**src/rtl/shift_right_pipe_if.sv**
```systemverilog
// Valid/ready bundle for the pipelined right shifter.
// slave = shifter side, master = producer/consumer side.
interface shift_right_pipe_if #(
  parameter int WIDTH = 64,
  parameter int AMT_W = 6
);
  logic             in_valid;
  logic             in_ready;
  logic [WIDTH-1:0] in_data;
  logic [AMT_W-1:0] in_amt;
  logic             in_arith;
  logic             out_valid;
  logic             out_ready;
  logic [WIDTH-1:0] out_data;

  modport slave (
    input  in_valid,
    input  in_data,
    input  in_amt,
    input  in_arith,
    input  out_ready,
    output in_ready,
    output out_valid,
    output out_data
  );

  modport master (
    output in_valid,
    output in_data,
    output in_amt,
    output in_arith,
    output out_ready,
    input  in_ready,
    input  out_valid,
    input  out_data
  );
endinterface

```
**src/rtl/shift_right_pipe.sv**
```systemverilog
// Pipelined log right shifter, one stage per amount bit, LSB first.
// Whole pipe stalls under output backpressure.
module shift_right_pipe #(
  parameter int WIDTH = 64,
  parameter int AMT_W = 6
) (
  input logic              clk,
  input logic              rst_n,
  shift_right_pipe_if.slave bus
);

  if (WIDTH != (1 << AMT_W)) begin : g_bad_params
    $error("WIDTH must equal 2**AMT_W");
  end

  // amt is kept pre-shifted so bit 0 is always the next stage's bit
  typedef struct packed {
    logic             valid;
    logic             arith;
    logic [AMT_W-1:0] amt;
    logic [WIDTH-1:0] data;
  } stage_t;

  stage_t stage_q [AMT_W];
  stage_t stage_d [AMT_W];
  logic   adv;

  function automatic logic [WIDTH-1:0] shr(
    input logic [WIDTH-1:0] x,
    input logic             fill,
    input logic             en,
    input int               k
  );
    logic [WIDTH-1:0] mask;
    logic [WIDTH-1:0] res;
    mask = ~({WIDTH{1'b1}} >> (1 << k));
    res  = x;
    if (en) begin
      res = (x >> (1 << k)) | ({WIDTH{fill}} & mask);
    end
    return res;
  endfunction

  always_comb begin
    adv = !stage_q[AMT_W-1].valid || bus.out_ready;
    for (int k = 0; k < AMT_W; k++) begin
      stage_d[k] = stage_q[k];
    end
    if (adv) begin
      stage_d[0].valid = bus.in_valid;
      stage_d[0].arith = bus.in_arith;
      stage_d[0].amt   = bus.in_amt >> 1;
      stage_d[0].data  = shr(bus.in_data,
                             bus.in_arith & bus.in_data[WIDTH-1],
                             bus.in_amt[0], 0);
      for (int k = 1; k < AMT_W; k++) begin
        stage_d[k].valid = stage_q[k-1].valid;
        stage_d[k].arith = stage_q[k-1].arith;
        stage_d[k].amt   = stage_q[k-1].amt >> 1;
        stage_d[k].data  = shr(stage_q[k-1].data,
                               stage_q[k-1].arith &
                               stage_q[k-1].data[WIDTH-1],
                               stage_q[k-1].amt[0], k);
      end
    end
  end

  always_ff @(posedge clk or negedge rst_n) begin
    if (!rst_n) begin
      for (int k = 0; k < AMT_W; k++) begin
        stage_q[k] <= '0;
      end
    end else begin
      for (int k = 0; k < AMT_W; k++) begin
        stage_q[k] <= stage_d[k];
      end
    end
  end

  assign bus.in_ready  = adv;
  assign bus.out_valid = stage_q[AMT_W-1].valid;
  assign bus.out_data  = stage_q[AMT_W-1].data;

endmodule

```
**src/flat_wrapper.sv**
```systemverilog
// flat-port wrapper written by rule: the top's interface ports become plain ports
module shift_right_pipe_flat 
#(
  parameter int WIDTH = 64,
  parameter int AMT_W = 6
)
  (clk, rst_n, bus_in_valid, bus_in_data, bus_in_amt, bus_in_arith, bus_out_ready, bus_in_ready, bus_out_valid, bus_out_data);
  shift_right_pipe_if #(.WIDTH(WIDTH), .AMT_W(AMT_W)) bus_i ();
  input logic clk;
  input logic rst_n;
  input wire logic [$bits(bus_i.in_valid)-1:0] bus_in_valid;
  input wire logic [$bits(bus_i.in_data)-1:0] bus_in_data;
  input wire logic [$bits(bus_i.in_amt)-1:0] bus_in_amt;
  input wire logic [$bits(bus_i.in_arith)-1:0] bus_in_arith;
  input wire logic [$bits(bus_i.out_ready)-1:0] bus_out_ready;
  output wire logic [$bits(bus_i.in_ready)-1:0] bus_in_ready;
  output wire logic [$bits(bus_i.out_valid)-1:0] bus_out_valid;
  output wire logic [$bits(bus_i.out_data)-1:0] bus_out_data;
  assign bus_i.in_valid = bus_in_valid;
  assign bus_i.in_data = bus_in_data;
  assign bus_i.in_amt = bus_in_amt;
  assign bus_i.in_arith = bus_in_arith;
  assign bus_i.out_ready = bus_out_ready;
  assign bus_in_ready = bus_i.in_ready;
  assign bus_out_valid = bus_i.out_valid;
  assign bus_out_data = bus_i.out_data;
  shift_right_pipe #(.WIDTH(WIDTH), .AMT_W(AMT_W)) u_core (.clk(clk), .rst_n(rst_n), .bus(bus_i));
endmodule
```
**config.mk**
```make
export PLATFORM = sky130hd
export DESIGN_NAME = shift_right_pipe_flat
export DESIGN_NICKNAME = d
export VERILOG_FILES = /design/src/rtl/shift_right_pipe_if.sv /design/src/rtl/shift_right_pipe.sv /design/src/flat_wrapper.sv
export SDC_FILE = /design/constraint.sdc
export NUM_CORES = 1
export LEC_CHECK = 0
export CAP_MARGIN = 40
export CORE_ASPECT_RATIO = 0.7
export CORE_MARGIN = 4
export CORE_UTILIZATION = 50
export CTS_BUF_LIST = sky130_fd_sc_hd__clkbuf_8
export DETAILED_ROUTE_END_ITERATION = 16
export DONT_BUFFER_PORTS = 1
export PLACE_DENSITY = 0.74
export SLEW_MARGIN = 20
export SYNTH_ARGS = -nofsm -noshare
export SYNTH_HDL_FRONTEND = slang
export SYNTH_SLANG_ARGS = --single-unit
```
**constraint.sdc**
```tcl
create_clock -name clk -period 2.5 [get_ports clk]
set_input_delay 0.25 -clock clk [delete_from_list [all_inputs] [get_ports clk]]
set_output_delay 0.25 -clock clk [all_outputs]
set_load 0.005 [all_outputs]
```
==> impl_results.md, run 1 <==
* Status: finished, violations left
* Failing checks: negative hold slack
* WP buf/inv at 2
* Placer Congestion at 0.822
* Crit path time final at 2.20 ns
* Number of enable flip-flop cells after synthesis at 0
* IO Pins at 141
* Drt pass-1 iters at 4
* Worst reg2reg path depth at 5
* Synth Instances at 1,443
* Routed len/inst at 21.5 um
* I/O Buffers at 0
* Hold slack at -0.634 ns
* Starting density of the core at 50.7%
* Max FO, Critical Path at 56
* Worst Tran Pin Value at 1.12 ns
* Max_slew headroom at 25.4%
* Synth top area share at 47.6%
* Crit path max-delay cell type: buf_12
* #FFs+latches synth at 410
* Maximum capacitance violations at 0
* Area of the core at 0.0425 mm2
* Clk_skew at 0.0249 ns
* Clk_lat worst skew at 0.61 ns
* First-pass GRT wire length at 72,900 um
* Area grow syn2layout at 11.0%
* Tot GR Track Use at 19.2%
* RSZ-0062 raised after global routing: no
* Final Hold Fails at 410
* Arr. time, crit path at 1.95 ns
* Crit-path cells: nor2b_4 -> inv_8 -> buf_12
* Row count at 63
* Die W at 256 um
* Critical path required time at 2.25 ns
* H-tree levels at 2
* Leak at 10.9 nW
* Syn nets at 1,518
* Final core utilization at 56.3%
* Initial drt markers at 798
* Fmax at 0.455 GHz
* TritonCTS clock tree: yes
* Post-synth ARST share at 100%
* Largest net degree at the start of global routing at 411
* Reg-to-reg endpoint: u_core.stage_q[423]
* Syn. warnings at 0
* Final nets at 1,569
* # clock sinks at 410
* Setup TNS at 0 ns
* Reg2reg setup slack at 0.33 ns
* Hpwl dp at 28,700 um
* N_diodes at 0
* Power Density at 1320 mW/mm2
* Synth unique cells at 17
* Post-CTS Setup Bufs at 0
* Cell taking the most area after synthesis: dfrtp_1
* Hold-fix buffers at CTS at 136
* Commonest cells in the synthesized netlist: dfrtp_1, mux2_2, mux2_4
* Placed insts at 1,848
* Setup Crit Path Kind: flop to output port
* Largest stage delay on the critical path at 0.42 ns
* Chip height at 182 um
* TritonCTS Buffers at 60
* CP startpoint kind: flop
* Post-DRT Antenna Nets at 0
* Clock Pin Slew Worst Setup and Hold Paths at 0.07 ns
* Routed wire length at 45,000 um
* Congestion Overflow GR at 0
* Worst Setup End Kind: output port
* Avg Vias per Cell at 5.49
* Worst hold path type: primary input to asynchronous set/reset pin
* Synth top area cells: dfrtp_1, mux2_4, mux2_2
* Maximum vdd drop at 0.000658 V
* Top delay family on crit path: buffers and inverters
* Origin of the worst setup path: u_core.bus.out_valid
* Vias in the first global route at 12,500
* Die area at 0.0466 mm2
* Share of layout cells above drive strength 1 at 50.9%
* Non-filler cells, final at 2,090
* Syn avg cell area at 14.9 um2
* Initial antenna violation count at 0
* Sequential share of the synthesized area at 47.6%
* CTS root buf: clkbuf_8
* Via count at 11,500
* Drt drc at 0
* Max-slew violation count at 0
* Synth Flop Type: dfrtp_1
* Final setup fails at 0
* Longest Clk Path Bufs at 3
* R2r startpoint: u_core.bus.out_valid
* Top-count cell post-synth: dfrtp_1
* Cell Area, Synth at 0.0216 mm2
* Period utilisation layout at 87.9%
[power breakdown]
| part | leakage (nW) | internal [mW] | switching, mW |
|---|---|---|---|
| clock | 0.696 | 2.71 | 2.59 |
| sequential | 4.83 | 9.87 | 3.01 |
| combinational | 5.34 | 8.89 | 4.46 |
| total | 10.9 | 21.5 | 10.1 |
[worst register-to-register path, stage by stage, from the launching register on]
cell and delay [ns]:
dfrtp_1 0.38, nor2b_4 0.15, inv_8 0.29, buf_12 0.48, a31o_2 0.25, dlygate4sd3_1 0.54
[cell type report]
class | count | area [um2]
fillers | 3267 | 18500
inverters | 1 | 11.3
clock inverters | 30 | 126
well taps | 552 | 691
repair buffers | 158 | 1720
flip-flops and latches | 410 | 10300
clock buffers | 76 | 1050
multi-input cells | 863 | 10100
[layer usage]
metal | vias to the layer above | track usage (%) | share of wire, %
met1 | 5964 | 28.6 | 48
met5 | - | 0 | 0
li1 | 5240 | - | -
met3 | 62 | 3.53 | 5.0
met4 | 0 | 3.81 | 1.7
met2 | 217 | 29.6 | 45
[cells in the final DEF, fill, tap and decap left out, types with 2 or more instances in the layout]
cell type and count:
a31oi_1 57, dfrtp_2 5, buf_4 8, dfrtp_1 405, inv_1 22, clkinv_2 7, buf_12 14, nor3b_1 57
a31o_2 2, mux2_2 337, and3b_1 6, nand2b_1 64, mux2_4 330, clkbuf_8 76, a31o_1 4, dlygate4sd3_1 135
nand3_1 5
[how the worst max path moves through the flow]
| stage | endpoint | slack (ns) | depth (start not counted) |
|---|---|---|---|
| CTS | bus_in_ready | 0.30 | 3 |
| global route | bus_in_ready | 0.22 | 3 |
| global placement | u_core.stage_q[352] | 0.77 | 4 |
| detailed placement | u_core.stage_q[348] | 0.76 | 4 |
| floorplan | u_core.stage_q[272] | 0.97 | 4 |
| finish | bus_in_ready | 0.30 | 3 |
[per-stage QoR]
step           cell area, um2  setup WS, ns  total power [mW]
6_report                23900         0.303              31.5
5_1_grt                 23900         0.225              33.3
4_1_cts                 23900         0.304              31.7
3_5_place_dp            21400         0.758              26.1
3_3_place_gp            21400         0.772              25.8
2_1_floorplan           21600         0.968              23.8
[flip-flops by register name (all words and copies together), names as in the netlist]
register / count
u_core.bus.out_data: 64
u_core.stage_q: 345
u_core.bus.out_valid: 1
[cell families after synthesis]
kind of cell / share of synthesized area [%]
multiplexers: 40.6
flip-flops: 47.6
buffers and inverters: 5.67
AND/OR/NAND/NOR: 4.27
AO/OA/AOI/OAI: 1.90
[timing repair]
action	in CTS	in global routing
resized for setup	0	0
endpoints found under the hold margin	543	410
endpoints found under the setup margin	0	0
No activity file was read; power rests on OpenSTA's default activity.
==> run 2: changes to the inputs <==
Settings changed: PLACE_DENSITY 0.74 to 0.77.
Clock period 2.5 ns to 2 ns, I/O delays scaled along.
==> run 2 against run 1 <==
The run still ends with negative hold slack left. Design area increased by 0.42%. Clock power increased by 28%. Routed wire length increased by 1.0%. Count of clock-buffer cells in the layout increased by 1. Non-clock buffer count increased by 9. Combinational power increased by 25%. Sequential share of layout area decreased by 0.18 points. Via count increased by 0.78%. Clock skew increased by 0.0088 ns. Worst setup slack got worse by 0.20 ns. Register-to-register slack about the same. Critical endpoint unchanged.
==> impl_results.md, run 2 (same netlist as run 1, synthesis figures left out) <==
* Status: finished, violations left
* Failing checks: negative hold slack
* Sequential Area at 0.0103 mm2
* Starting density of the core at 50.7%
* Drt pass-1 iters at 5
* Clk_lat worst skew at 0.64 ns
* Leak at 10.9 nW
* Met2 Usage GRT at 30.9%
* Fmax at 0.527 GHz
* Hpwl dp at 29,500 um
* Initial drt markers at 701
* Filler Cell Count at 3,338
* Area grow syn2layout at 11.5%
* Clk_skew at 0.0337 ns
* Initial antenna violation count at 0
* Max FO, Critical Path at 25
* Global-route track usage on met3 at 3.55%
* Critical path required time at 1.80 ns
* Largest net degree at the start of global routing at 411
* Max_slew headroom at 15.9%
* IO Pins at 141
* RSZ-0062 raised after global routing: no
* Worst Tran Pin Value at 1.26 ns
* Hold-fix buffers at CTS at 136
* GR Util met1 at 28.0%
* Commonest non-fill, non-tap cell in the layout: dfrtp_1
* Placer Congestion at 0.795
* H-tree levels at 2
* Maximum vdd drop at 0.000763 V
* Largest Register: u_core.stage_q
* Final setup fails at 0
* Chip height at 182 um
* Routed len/inst at 21.6 um
* Longest Clk Path Bufs at 3
* Final Hold Fails at 410
* Post-CTS Setup Bufs at 0
* Final nets at 1,579
* Die W at 256 um
* Period utilisation layout at 94.8%
* Avg Vias per Cell at 5.51
* Post-DRT Antenna Nets at 0
* Area of the core at 0.0425 mm2
* Crit path time final at 1.90 ns
* Routed wire length at 45,500 um
* N_diodes at 0
* TritonCTS clock tree: yes
* First-pass GRT wire length at 73,400 um
* Share of layout cells above drive strength 1 at 51.0%
* Power Density at 1650 mW/mm2
* Tot GR Track Use at 19.4%
* Setup Crit Path Kind: flop to output port
* Worst Setup End Kind: output port
* Gr busiest metal: met2
* Arr. time, crit path at 1.70 ns
* Die area at 0.0466 mm2
* Row count at 63
* TritonCTS Buffers at 61
* Setup TNS at 0 ns
* Drt drc at 0
* # clock sinks at 410
* Max FFs per register at 345
* I/O Buffers at 0
* CP startpoint kind: flop
* Maximum capacitance violations at 0
* Via count at 11,600
* Vias in the first global route at 12,600
* Hold slack at -0.714 ns
* Final non-filler cell area at 0.0240 mm2
* Multi-input logic area at 0.0101 mm2
* CTS root buf: clkbuf_8
* Clock Pin Slew Worst Setup and Hold Paths at 0.06 ns
* Congestion Overflow GR at 0
* Worst hold path type: primary input to asynchronous set/reset pin
* Commonest cells after routing, fill and taps aside: dfrtp_1, mux2_2, mux2_4
* DP Area at 0.0214 mm2
* Max-slew violation count at 0
run 2: per-stage QoR:
stage | hold slack, ns | total power [mW] | cells | utilization, % | setup WS [ns]
floorplan | -0.0956 | 29.7 | 1443 | - | 0.468
global placement | -0.0660 | 32.3 | 1857 | 50.5 | 0.393
detailed placement | -0.0678 | 32.7 | 1857 | 50.5 | 0.368
CTS | -0.772 | 40.0 | 2102 | 56.6 | 0.0560
global route | -0.765 | 41.9 | 2102 | 56.6 | 0.0102
finish | -0.714 | 39.7 | 2102 | 56.6 | 0.104
run 2: repair_timing:
item / in CTS / in global routing
setup endpoints to repair: 1 / 0
gates resized for setup: 1 / 0
hold endpoints to repair: 543 / 410
run 2: worst paths after layout:
kind | from | end | slack [ns] | depth (start not counted)
setup / recovery | u_core.bus.out_valid | bus_in_ready | 0.10 | 3
hold / removal | rst_n | u_core.stage_q[414] | -0.71 | 0
setup reg to reg | u_core.bus.out_valid | u_core.stage_q[208] | 0.32 | 4
hold reg to reg | u_core.stage_q[143] | u_core.bus.out_valid | 0.50 | 1
max in group asynchronous | rst_n | u_core.stage_q[352] | 1.69 | 0
min in group clk | bus_out_ready | u_core.stage_q[350] | 0.09 | 3
run 2: layout make-up:
type	instances	share of cell area, %
sequential	410	42.7
multi-input combinational	863	41.9
timing repair buffer	167	7.40
clock buffer	77	4.41
tap	552	2.87
clock inverter	32	0.645
inverter	1	0.0468
run 2: worst max-delay path, cell delays in order (launching register included):
cell,delay (ns)
dfrtp_1,0.38
nor2b_4,0.15
inv_8,0.24
buf_6,0.29
run 2: per-layer routing:
metal | part of all wire [%] | routed length (um)
met5 | 0 | 0
met3 | 4.1 | 1870
met2 | 46 | 21000
met1 | 48 | 21800
met4 | 1.7 | 763
run 2: report_power, final:
group | internal [mW] | switching [mW] | total [mW]
sequential | 12.3 | 4.01 | 16.3
combinational | 11.2 | 5.38 | 16.6
clock | 3.56 | 3.24 | 6.79
total | 27.1 | 12.6 | 39.7
